===== config.mk =====
export PLATFORM = sky130hd
export DESIGN_NAME = cycle_timer_flat
export DESIGN_NICKNAME = d
export VERILOG_FILES = /design/src/rtl/cycle_timer_pkg.sv /design/src/rtl/cycle_timer_if.sv /design/src/rtl/cycle_timer_edge_detect.sv /design/src/rtl/cycle_timer.sv /design/src/flat_wrapper.sv
export SDC_FILE = /design/constraint.sdc
export NUM_CORES = 1
export LEC_CHECK = 0
export BUFFER_PORTS_ARGS = -buffer_cell sky130_fd_sc_hd__buf_2
export CORE_AREA = 2 2 39 41
export CTS_CLUSTER_DIAMETER = 120
export DETAILED_ROUTE_END_ITERATION = 10
export DIE_AREA = 0 0 41 43
export MAX_ROUTING_LAYER = met4
export PLACE_DENSITY_LB_ADDON = 0.08
export SKIP_LAST_GASP = 1
export SLEW_MARGIN = 0
export SYNTH_ARGS = -nofsm -noshare
export SYNTH_HDL_FRONTEND = slang
export SYNTH_HIERARCHICAL = 1
export SYNTH_SLANG_ARGS = --single-unit

===== constraint.sdc =====
create_clock -name clk -period 3.25 [get_ports clk]
set_input_delay 0.1625 -clock clk [delete_from_list [all_inputs] [get_ports clk]]
set_output_delay 0.1625 -clock clk [all_outputs]
set_load 0.01 [all_outputs]

===== src/rtl/cycle_timer_pkg.sv =====
// Shared 4004 timing definitions: machine-state encodings
// A1..X3 and the sub-phase constants used by the timer and CPU decode.
package cycle_timer_pkg;

  typedef enum logic [2:0] {
    A1 = 3'd0,
    A2 = 3'd1,
    A3 = 3'd2,
    M1 = 3'd3,
    M2 = 3'd4,
    X1 = 3'd5,
    X2 = 3'd6,
    X3 = 3'd7
  } cyc_state_t;

  localparam logic [1:0] SUBPH_PHI1 = 2'd0;
  localparam logic [1:0] SUBPH_PHI2 = 2'd2;
  localparam logic [1:0] SUBPH_LAST = 2'd3;

  function automatic cyc_state_t next_state(cyc_state_t s);
    return cyc_state_t'(s + 3'd1);
  endfunction

endpackage


===== src/rtl/cycle_timer_if.sv =====
// Timer bus: divider tick, run/step requests in; timing strobes out.
// master drives tc/runReq(/stepReq); slave is the cycle_timer.
interface cycle_timer_if;
  logic       tc;
  logic       runReq;
`ifdef CYCLE_TIMER_SINGLE_STEP_EN
  logic       stepReq;
`endif
  logic [2:0] cycState;
  logic [1:0] subPh;
  logic       phi1;
  logic       phi2;
  logic       sync;
  logic       stateStrobe;
  logic       cycleDone;
  logic       running;

  modport master (
`ifdef CYCLE_TIMER_SINGLE_STEP_EN
    output stepReq,
`endif
    output tc, runReq,
    input  cycState, subPh, phi1, phi2,
    input  sync, stateStrobe, cycleDone, running
  );

  modport slave (
`ifdef CYCLE_TIMER_SINGLE_STEP_EN
    input  stepReq,
`endif
    input  tc, runReq,
    output cycState, subPh, phi1, phi2,
    output sync, stateStrobe, cycleDone, running
  );
endinterface


===== src/rtl/cycle_timer_edge_detect.sv =====
// Registered rising-edge detector (clk, rstN, d in; rise out).
// Present only when CYCLE_TIMER_SINGLE_STEP_EN is defined.
`ifdef CYCLE_TIMER_SINGLE_STEP_EN
module cycle_timer_edge_detect (
  input  logic clk,
  input  logic rstN,
  input  logic d,
  output logic rise
);
  logic prev_q;
  logic rise_q;

  always_ff @(posedge clk or negedge rstN) begin
    if (!rstN) begin
      prev_q <= 1'b0;
      rise_q <= 1'b0;
    end else begin
      prev_q <= d;
      rise_q <= d & ~prev_q;
    end
  end

  assign rise = rise_q;
endmodule
`endif


===== src/rtl/cycle_timer.sv =====
// 4004 instruction-cycle timer: 8 states x 4 sub-phases per cycle,
// gated by tc, run/halt on cycle boundary. Ports: clk, rstN, bus
// (cycle_timer_if.slave). Option: CYCLE_TIMER_SINGLE_STEP_EN adds stepReq.
module cycle_timer
  import cycle_timer_pkg::*;
#(
  parameter bit RUN_ON_RESET = 1'b1
) (
  input  logic         clk,
  input  logic         rstN,
  cycle_timer_if.slave bus
);

  cyc_state_t st_q, st_d;
  logic [1:0] sub_q, sub_d;
  logic       run_q, run_d;
  logic       done_q, done_d;

  logic last;
  logic adv;
  logic wrap;
  logic start;
  logic go;
  logic stop;

`ifdef CYCLE_TIMER_SINGLE_STEP_EN
  logic rise;
  logic armed_q, armed_d;
  logic step_q, step_d;

  cycle_timer_edge_detect u_edge (
    .clk  (clk),
    .rstN (rstN),
    .d    (bus.stepReq),
    .rise (rise)
  );

  // a step cycle always re-halts at the wrap
  assign go   = bus.runReq | armed_q;
  assign stop = ~bus.runReq | step_q;
`else
  assign go   = bus.runReq;
  assign stop = ~bus.runReq;
`endif

  assign last  = (sub_q == SUBPH_LAST);
  assign adv   = bus.tc & run_q;
  assign wrap  = adv & last & (st_q == X3);
  assign start = bus.tc & ~run_q & go;

  always_ff @(posedge clk or negedge rstN) begin
    if (!rstN) begin
      st_q   <= A1;
      sub_q  <= SUBPH_PHI1;
      run_q  <= RUN_ON_RESET;
      done_q <= 1'b0;
    end else begin
      st_q   <= st_d;
      sub_q  <= sub_d;
      run_q  <= run_d;
      done_q <= done_d;
    end
  end

  always_comb begin
    st_d   = st_q;
    sub_d  = sub_q;
    run_d  = run_q;
    done_d = wrap;
    unique case (1'b1)
      adv: begin
        sub_d = sub_q + 2'd1;
        if (last) st_d = next_state(st_q);
        if (wrap && stop) run_d = 1'b0;
      end
      start: run_d = 1'b1;
      default: ;
    endcase
  end

`ifdef CYCLE_TIMER_SINGLE_STEP_EN
  always_ff @(posedge clk or negedge rstN) begin
    if (!rstN) begin
      armed_q <= 1'b0;
      step_q  <= 1'b0;
    end else begin
      armed_q <= armed_d;
      step_q  <= step_d;
    end
  end

  // edges while running are dropped, not queued
  always_comb begin
    armed_d = armed_q;
    step_d  = step_q;
    if (rise && !run_q) armed_d = 1'b1;
    if (start) begin
      armed_d = 1'b0;
      step_d  = armed_q;
    end
    if (wrap) step_d = 1'b0;
  end
`endif

  assign bus.cycState    = st_q;
  assign bus.subPh       = sub_q;
  assign bus.running     = run_q;
  assign bus.cycleDone   = done_q;
  assign bus.phi1        = run_q & (sub_q == SUBPH_PHI1);
  assign bus.phi2        = run_q & (sub_q == SUBPH_PHI2);
  assign bus.sync        = run_q & (st_q == X3);
  assign bus.stateStrobe = bus.tc & run_q & last;

endmodule


===== src/flat_wrapper.sv =====
// flat-port wrapper written by rule: the top's interface ports become plain ports
module cycle_timer_flat import cycle_timer_pkg::*;
#(
  parameter bit RUN_ON_RESET = 1'b1
)
  (clk, rstN, bus_tc, bus_runReq, bus_cycState, bus_subPh, bus_phi1, bus_phi2, bus_sync, bus_stateStrobe, bus_cycleDone, bus_running);
  cycle_timer_if bus_i ();
  input  logic clk;
  input  logic rstN;
  input wire logic [$bits(bus_i.tc)-1:0] bus_tc;
  input wire logic [$bits(bus_i.runReq)-1:0] bus_runReq;
  output wire logic [$bits(bus_i.cycState)-1:0] bus_cycState;
  output wire logic [$bits(bus_i.subPh)-1:0] bus_subPh;
  output wire logic [$bits(bus_i.phi1)-1:0] bus_phi1;
  output wire logic [$bits(bus_i.phi2)-1:0] bus_phi2;
  output wire logic [$bits(bus_i.sync)-1:0] bus_sync;
  output wire logic [$bits(bus_i.stateStrobe)-1:0] bus_stateStrobe;
  output wire logic [$bits(bus_i.cycleDone)-1:0] bus_cycleDone;
  output wire logic [$bits(bus_i.running)-1:0] bus_running;
  assign bus_i.tc = bus_tc;
  assign bus_i.runReq = bus_runReq;
  assign bus_cycState = bus_i.cycState;
  assign bus_subPh = bus_i.subPh;
  assign bus_phi1 = bus_i.phi1;
  assign bus_phi2 = bus_i.phi2;
  assign bus_sync = bus_i.sync;
  assign bus_stateStrobe = bus_i.stateStrobe;
  assign bus_cycleDone = bus_i.cycleDone;
  assign bus_running = bus_i.running;
  cycle_timer #(.RUN_ON_RESET(RUN_ON_RESET)) u_core (.clk(clk), .rstN(rstN), .bus(bus_i));
endmodule

Word-level counts from Yosys, hierarchy flattened
Index checks and enable logic that the tools add are counted.

storage, ports and cells
  register bits = 7
  latch bits = 0
  RAM bits = 0
  ROM bits = 0
  input bits = 4
  word-level logic and storage cells = 27
  memories kept = 0

operators by class
  $add $sub $neg = 2
  multiply operators = 0
  divide/modulo/power cells = 0
  order comparisons = 0
  equal/unequal tests = 4
  shift operators = 0
  mux-type cells = 2
  bitwise gates (word level) = 10
  reduce and logical (&&, ||, !) cells = 5

operators by type and width
  cell                 count
  $and 1x1->1          8
  $eq 2x2->1 const B   2
  $reduce_and 2->1     2
  $add 3x1->3 const B  1
  $eq 3x3->1 const B   1
  $add 2x1->2 const B  1
  $logic_not 2->1      1
  $ne 2x2->1 const B   1
  $not 1->1            2
  $pmux 1 s2           1
  $reduce_bool 2->1    1
  $logic_and 1x1->1    1
  $mux 1               1

Longest topological paths before layout
Gate-level depths: netlist of the first run.

  depth after elaboration = 6
  gate-level depth with buffers = 4
  depth with buffers taken out = 4

Worst setup path after synthesis of the first run
Ideal clock, no wire load.

  kind = register to register
  start point = register u_core.st_q[0] (netlist: u_core/bus.cycState[0])
  end point = register u_core.st_q[2] (netlist: u_core/bus.cycState[2])
  data arrival time = 1141 ps
  data required time = 3122 ps
  setup slack = 1981 ps
  cell stages (with the launch flop) = 4
  path buffers = 0
  period minus slack after synthesis = 1269 ps
  cell sequence = dfrtp_1 ha_1 ha_1 mux2_1

on the way
  cells in the longest elaborated chain, start to end = 1

RTL lines
  item                    RTL line               source
  start, declared         cycle_timer.sv:14      cyc_state_t st_q, st_d;
  start signal, assigned  cycle_timer.sv:58      st_q <= st_d;
  $add 3x1->3             cycle_timer_pkg.sv:21  return cyc_state_t'(s + 3'd1);

No other way between the ends.
A chain may end at the register's enable or synchronous reset.

Worst setup path in the final report of the first run
  start point = register u_core.st_q[0] (netlist: u_core/bus.cycState[0])
  end point = output bus_sync

on the way
  cells in the longest elaborated chain, start to end = 2

RTL lines
  item           RTL line            source
  $eq 3x3->1     cycle_timer.sv:111  assign bus.sync = run_q & (st_q == X3);
  $and 1x1->1    cycle_timer.sv:111
  end, declared  flat_wrapper.sv:16  output wire logic [$bits(bus_i.sync)-1:0] bus_sync;

No other way between the ends.

==> impl_metrics.yaml, run 1 <==
synth:
  synth.most_common_cell: "dfrtp_1"
  synth_top_area_share_pct: 41.81
  synth_cells: 29
  ys.flop_type: "dfrtp_1"
  synth_nets: 38
  synth_commonest_cells: "6 x dfrtp_1, 5 x ha_1, 3 x and2_2, 3 x inv_1"
  yosysWarnings: 6
  synthTopCellsByArea: "dfrtp_1 42%, ha_1 17%, dfstp_2 7.3%, and2_2 6.3%, mux2_1 6.3%"
  synth_edf_count: 0
  syn_avg_cell_area_sq_um: 12.38
  synth_cell_types: 13
  async_flop_share_pct: 100.0
  ys_seq_elements: 7
  synth_area_leader_cell: "dfrtp_1"
  ys_seq_area_share_pct: 49.13
  syn_area_sq_um: 359.1
clock_network:
  cts_sinks: 7
  clk_latency_ns: 0.25
  cts_resized: 0
  cts_inserted_buffers: 3
  cts-htree-levels: 1
  post-cts-setup-buffers: 0
  root_buffer: "clkbuf_4"
  cts_tree: "done"
  cts_buffer_depth: 2
  clkTransAtPathRegs_ns: 0.05
pwr:
  powerDensity_nw_per_um2: 896.7
  p_clk_share_pct: 17.7
  internal-power_mw: 0.2746
  p_leak_nw: 0.2665
  max-vdd-ir-drop_v: 0.0003513
  power.switching_mw: 0.1607
  total_power_mw: 0.4353
  seqPwrFrac_pct: 36.4
  comb_power_share_pct: 45.9
  switching_share_pct: 36.92
worst_hold_path:
  min_path_type: "in2reg"
timing:
  slew_headroom_pct: 88.87
  skew_ns: 0.006594
  worst_pin_slew_ns: 0.1669
  period_needed_ns: 1.543
  finalWorstSetupSlack_ns: 1.707
  setup_tns_ns: 0
  rsz0062_at_grt: "false"
  drv_slew: 0
  timing.final.crit_share_pct: 47.49
  hold_ws_ns: 0.1575
  finalSetupViolCount: 0
  fmax_mhz: 647.9
  hold_viol_final: 0
layout:
  multi_input_area_sq_um: 171.4
  utilization_pct: 35.08
  fillers: 140
  diodes: 0
  drive_above_1_share_pct: 47.92
  register_area_sq_um: 176.4
  fin_nets: 58
  fin_area_sq_um: 485.5
  syn2layout_area_growth_pct: 35.19
  fin_cells: 64
floorplan:
  start_util_pct: 25.95
  ioPinCount: 15
  fp.dieArea_sq_um: 1763
  std_cell_rows: 14
  die_w_um: 41
  die_h_um: 43
  core_sq_um: 1384
critical_path:
  setup.worst_path.start_class: "flop"
  path_common_cell: "ha_1"
  path_cells: "ha_1 > ha_1 > and2_2 > buf_2"
  r2r_slack_ns: 1.97
  worst_setup_path_end_kind: "output pin"
  worst-setup-path-type: "reg2out"
  required_ns: 3.09
  arrival_ns: 1.38
  critPathBufInv: 1
  crit_family: "adder cells"
  slowest_delay_ns: 0.40
  path_max_fanout: 3
  crit_slowest_cell: "dfrtp_1"
outcome:
  outcome: "completed"
grt:
  grt_usage_pct: 9.667
  grt_max_degree: 8
  grt_pass1_wl_mm: 1.062
  grt.overflow.total: 0
  antenna_found_initial: 0
  grt_pass1_vias: 255
placement:
  placed_cells: 59
  preCtsSetupSlack_ns: 1.958
  gp_congestion: 0.6779
  io_buffers: 14
  placed_area_sq_um: 449.2
route:
  vias: 263
  via_per_inst: 4.109
  ant_nets: 0
  drtIter0Drc: 0
  first_pass_iters: 1
  routedWlPerCell_um: 10.22
  drc: 0
  routed_wl_um: 654
run:
  drv_cap: 0
## worst paths after layout
check,startpoint,endpoint,cells after the start
setup / recovery,u_core/bus.cycState[0]$_DFFE_PN0P_,bus_sync,4
hold / removal,bus_runReq,u_core/bus.running$_DFFE_PN1P_,2
setup reg to reg,u_core/bus.cycState[0]$_DFFE_PN0P_,u_core/bus.cycState[2]$_DFFE_PN0P_,3
hold reg to reg,u_core/bus.cycState[0]$_DFFE_PN0P_,u_core/bus.cycState[0]$_DFFE_PN0P_,1
max in group asynchronous,rstN,u_core/bus.running$_DFFE_PN1P_,2
min in group asynchronous,rstN,u_core/bus.cycleDone$_DFF_PN0_,2
## logic make-up after synthesis
family                   count (synthesis)  share of synthesized area [%]
AO/OA/AOI/OAI                            1                          2.439
XOR/XNOR                                 2                          4.879
adder cells (fa/ha/maj)                  5                          17.42
buffers and inverters                    3                          3.136
flip-flops                               7                          49.13
multiplexers                             3                          9.407
AND/OR/NAND/NOR                          8                          13.59
## cell type report
type / instances / area share, %
Timing Repair Buffer: 15 / 16.49
Clock buffer: 4 / 5.412
Sequential cell: 7 / 36.34
Inverter: 3 / 2.320
Tap cell: 16 / 4.124
Multi-Input combinational cell: 19 / 35.31
## what timing repair did
| item | in CTS | in global routing |
|---|---|---|
| hold buffers | 1 | 0 |
| hold endpoints to repair | 7 | 0 |
| endpoints found under the setup margin | 0 | 0 |
## power by group through the flow
stage	Combinational, mW	Sequential, mW	Clock [mW]
after detailed placement	0.205	0.161	0
final	0.200	0.159	0.0769
after global placement	0.199	0.158	0
after CTS	0.206	0.160	0.0819
after floorplan	0.110	0.174	0
after global routing	0.227	0.166	0.0877
## sequential cells by signal, indices dropped and copies added, names as in the netlist
name and count:
u_core/bus.cycState 3, u_core/bus.subPh 2, u_core/bus.cycleDone 1, u_core/bus.running 1
## metal layers
metal  up-vias  routed length (um)  track usage (%)
met2         7                 315            13.13
met3         2                  47            4.712
li1        133                   -                -
met4         0                   4            6.000
met1       121                 287            10.96
met5         -                   0                -
## worst reg2reg max path: stages, from the launching register on
cell and delay, ns:
dfrtp_1 0.40, ha_1 0.21, ha_1 0.26, mux2_1 0.28
## placed cells by master (no fill, tap or decap)
| cell type | count |
|---|---|
| dfstp_2 | 1 |
| xnor2_1 | 2 |
| mux2_1 | 2 |
| nand2_1 | 2 |
| nand3_2 | 1 |
| dlygate4sd3_1 | 1 |
| dfrtp_1 | 6 |
| mux2_2 | 1 |
| ha_1 | 5 |
| nor2_1 | 1 |
| and2_2 | 3 |
| buf_2 | 14 |
| inv_1 | 3 |
| nand3_1 | 1 |
| clkbuf_1 | 1 |
| clkbuf_4 | 3 |
| a22o_1 | 1 |
Power figures use the tool's default switching activity.
==> run 2: changes to the inputs <==
ABC_AREA = 1   (was unset)
clock period = 1.4 ns   (was 3.25 ns; I/O delays follow)
==> impl_metrics.yaml, run 2 <==
outcome:
  outcome: "completed"
synth:
  ys.flop_type: "dfrtp_1"
  yosysWarnings: 6
  ys_seq_elements: 7
  synth_top_area_share_pct: 41.81
  synth_commonest_cells: "10 x nand2_1, 6 x dfrtp_1, 6 x inv_1"
  synthTopCellsByArea: "dfrtp_1 42%, ha_1 17%, nand2_1 10%, dfstp_2 7.3%, inv_1 6.3%"
  synth_cells: 38
  syn_area_sq_um: 359.1
  synth_area_leader_cell: "dfrtp_1"
  synth_nets: 47
  syn_avg_cell_area_sq_um: 9.450
  async_flop_share_pct: 100.0
  synth.most_common_cell: "nand2_1"
  synth_cell_types: 12
  synth_edf_count: 0
  ys_seq_area_share_pct: 49.13
worst_hold_path:
  min_path_type: "in2reg"
route:
  wl_met3_um: 73
  vias: 295
  met1_length_um: 295
  routedWlPerCell_um: 9.797
  ant_nets: 0
  maxUsedRoutingLayer: "met4"
  via_per_inst: 3.986
  routed_wl_um: 725
  first_pass_iters: 4
  drtIter0Drc: 1
  wl_met2_um: 348
  drc: 0
timing:
  worst_pin_slew_ns: 0.1729
  rsz0062_at_grt: "false"
  setup_tns_ns: 0
  hold_viol_final: 0
  skew_ns: 0.001006
  hold_ws_ns: 0.07484
  timing.final.crit_share_pct: 92.56
  fmax_mhz: 771.7
  finalSetupViolCount: 0
  period_needed_ns: 1.296
  slew_headroom_pct: 88.47
  drv_slew: 0
grt:
  grt_usage_pct: 10.07
  antenna_found_initial: 0
  grt_pass1_vias: 263
  grt_pass1_wl_mm: 1.083
  grt_max_degree: 9
  grt.overflow.total: 0
layout:
  drive_above_1_share_pct: 37.93
  final_cell_mix: "14 x buf_2, 10 x nand2_1, 6 x inv_1, 6 x dfrtp_1, 4 x ha_1"
  diodes: 0
  utilization_pct: 35.80
  fin_nets: 68
  largest_register_ffs: 3
  fin_area_sq_um: 495.5
  mostFrequentLayoutCell: "buf_2"
  syn2layout_area_growth_pct: 37.98
clock_network:
  cts-htree-levels: 1
  clk_latency_ns: 0.25
  cts_sinks: 7
  clkTransAtPathRegs_ns: 0.05
  cts_buffer_depth: 2
  cts_inserted_buffers: 3
  root_buffer: "clkbuf_4"
  cts_tree: "done"
placement:
  placed_area_sq_um: 449.2
  hpwlAfterDp_um: 568
  gp_congestion: 0.6416
  io_buffers: 14
floorplan:
  fp.dieArea_sq_um: 1763
  die_h_um: 43
  std_cell_rows: 14
  core_sq_um: 1384
  start_util_pct: 25.95
  ioPinCount: 15
  die_w_um: 41
run:
  drv_cap: 0
pwr:
  p_leak_nw: 0.3058
  max-vdd-ir-drop_v: 0.0006170
  powerDensity_nw_per_um2: 1969
critical_path:
  path_cells: "ha_1 > nand3_2 > clkinv_2 > buf_2"
  worst_setup_path_end_kind: "output pin"
  setup.worst_path.start_class: "flop"
  path_max_fanout: 4
  required_ns: 1.33
  slowest_delay_ns: 0.40
  arrival_ns: 1.23
  crit_slowest_cell: "dfrtp_1"
  worst-setup-path-type: "reg2out"
==> run 2: worst max-delay path: cells and delay by family (launching register included) <==
family	cells	cell delay [ns]
fa+ha+maj	1	0.23
buf+inv	2	0.21
flops	1	0.40
simple gates	1	0.13
==> run 2: metal layers <==
metal  GRT usage, %  up-vias
met5              -        -
met4          8.000        0
met3          4.712        2
met2          13.75       10
met1          10.60      125
li1               -      158
==> run 2: worst paths after layout <==
kind | start | end | slack (ns) | depth (start not counted)
min reg2reg | u_core/bus.cycState[1]$_DFFE_PN0P_ | u_core/bus.cycState[1]$_DFFE_PN0P_ | 0.52 | 2
min in group asynchronous | rstN | u_core/bus.subPh[0]$_DFFE_PN0P_ | 0.19 | 2
max reg2reg | u_core/bus.cycState[0]$_DFFE_PN0P_ | u_core/bus.cycState[2]$_DFFE_PN0P_ | 0.33 | 4
max in group asynchronous | rstN | u_core/bus.running$_DFFE_PN1P_ | 0.98 | 2
max | u_core/bus.subPh[1]$_DFFE_PN0P_ | bus_stateStrobe | 0.10 | 4
min | bus_runReq | u_core/bus.running$_DFFE_PN1P_ | 0.07 | 3
==> run 2: what timing repair did <==
item	CTS	global route
hold buffers	1	0
setup buffers	0	1
endpoints found under the hold margin	7	0
resized for setup	0	1
setup endpoints to repair	0	1
==> run 2: layout make-up <==
cell class	count	area, sq um
Inverter	7	27.53
Tap cell	16	20.02
Multi-Input combinational cell	24	157.7
Sequential cell	7	176.4
Timing Repair Buffer	16	87.58
Clock buffer	4	26.28
Fill cell	150	888.4
==> run 2: cells by family after synthesis <==
| logic type | Yosys count | share of synthesized area [%] |
|---|---|---|
| adder cells (fa/ha/maj) | 5 | 17.42 |
| buffers and inverters | 7 | 7.664 |
| AND/OR/NAND/NOR | 15 | 18.12 |
| flip-flops | 7 | 49.13 |
| XOR/XNOR | 2 | 4.879 |
| AO/OA/AOI/OAI | 2 | 2.788 |
==> run 2: where the power goes <==
| group | leakage [nW] | switching, mW | internal [mW] | total [mW] |
|---|---|---|---|---|
| registers | 0.0844 | 0.0587 | 0.278 | 0.337 |
| clock network | 0.0150 | 0.0730 | 0.109 | 0.182 |
| logic | 0.206 | 0.250 | 0.207 | 0.457 |
==> run 2: stage by stage <==
step | total power [mW] | std cells | worst slack (ns)
3_3_place_gp | 0.7616 | 68 | 0.3325
3_5_place_dp | 0.7744 | 68 | 0.2876
2_1_floorplan | 0.6084 | 38 | 0.3064
4_1_cts | 0.9705 | 73 | 0.03528
5_1_grt | 1.074 | 74 | 0.01059
6_report | 0.9754 | 74 | 0.1041
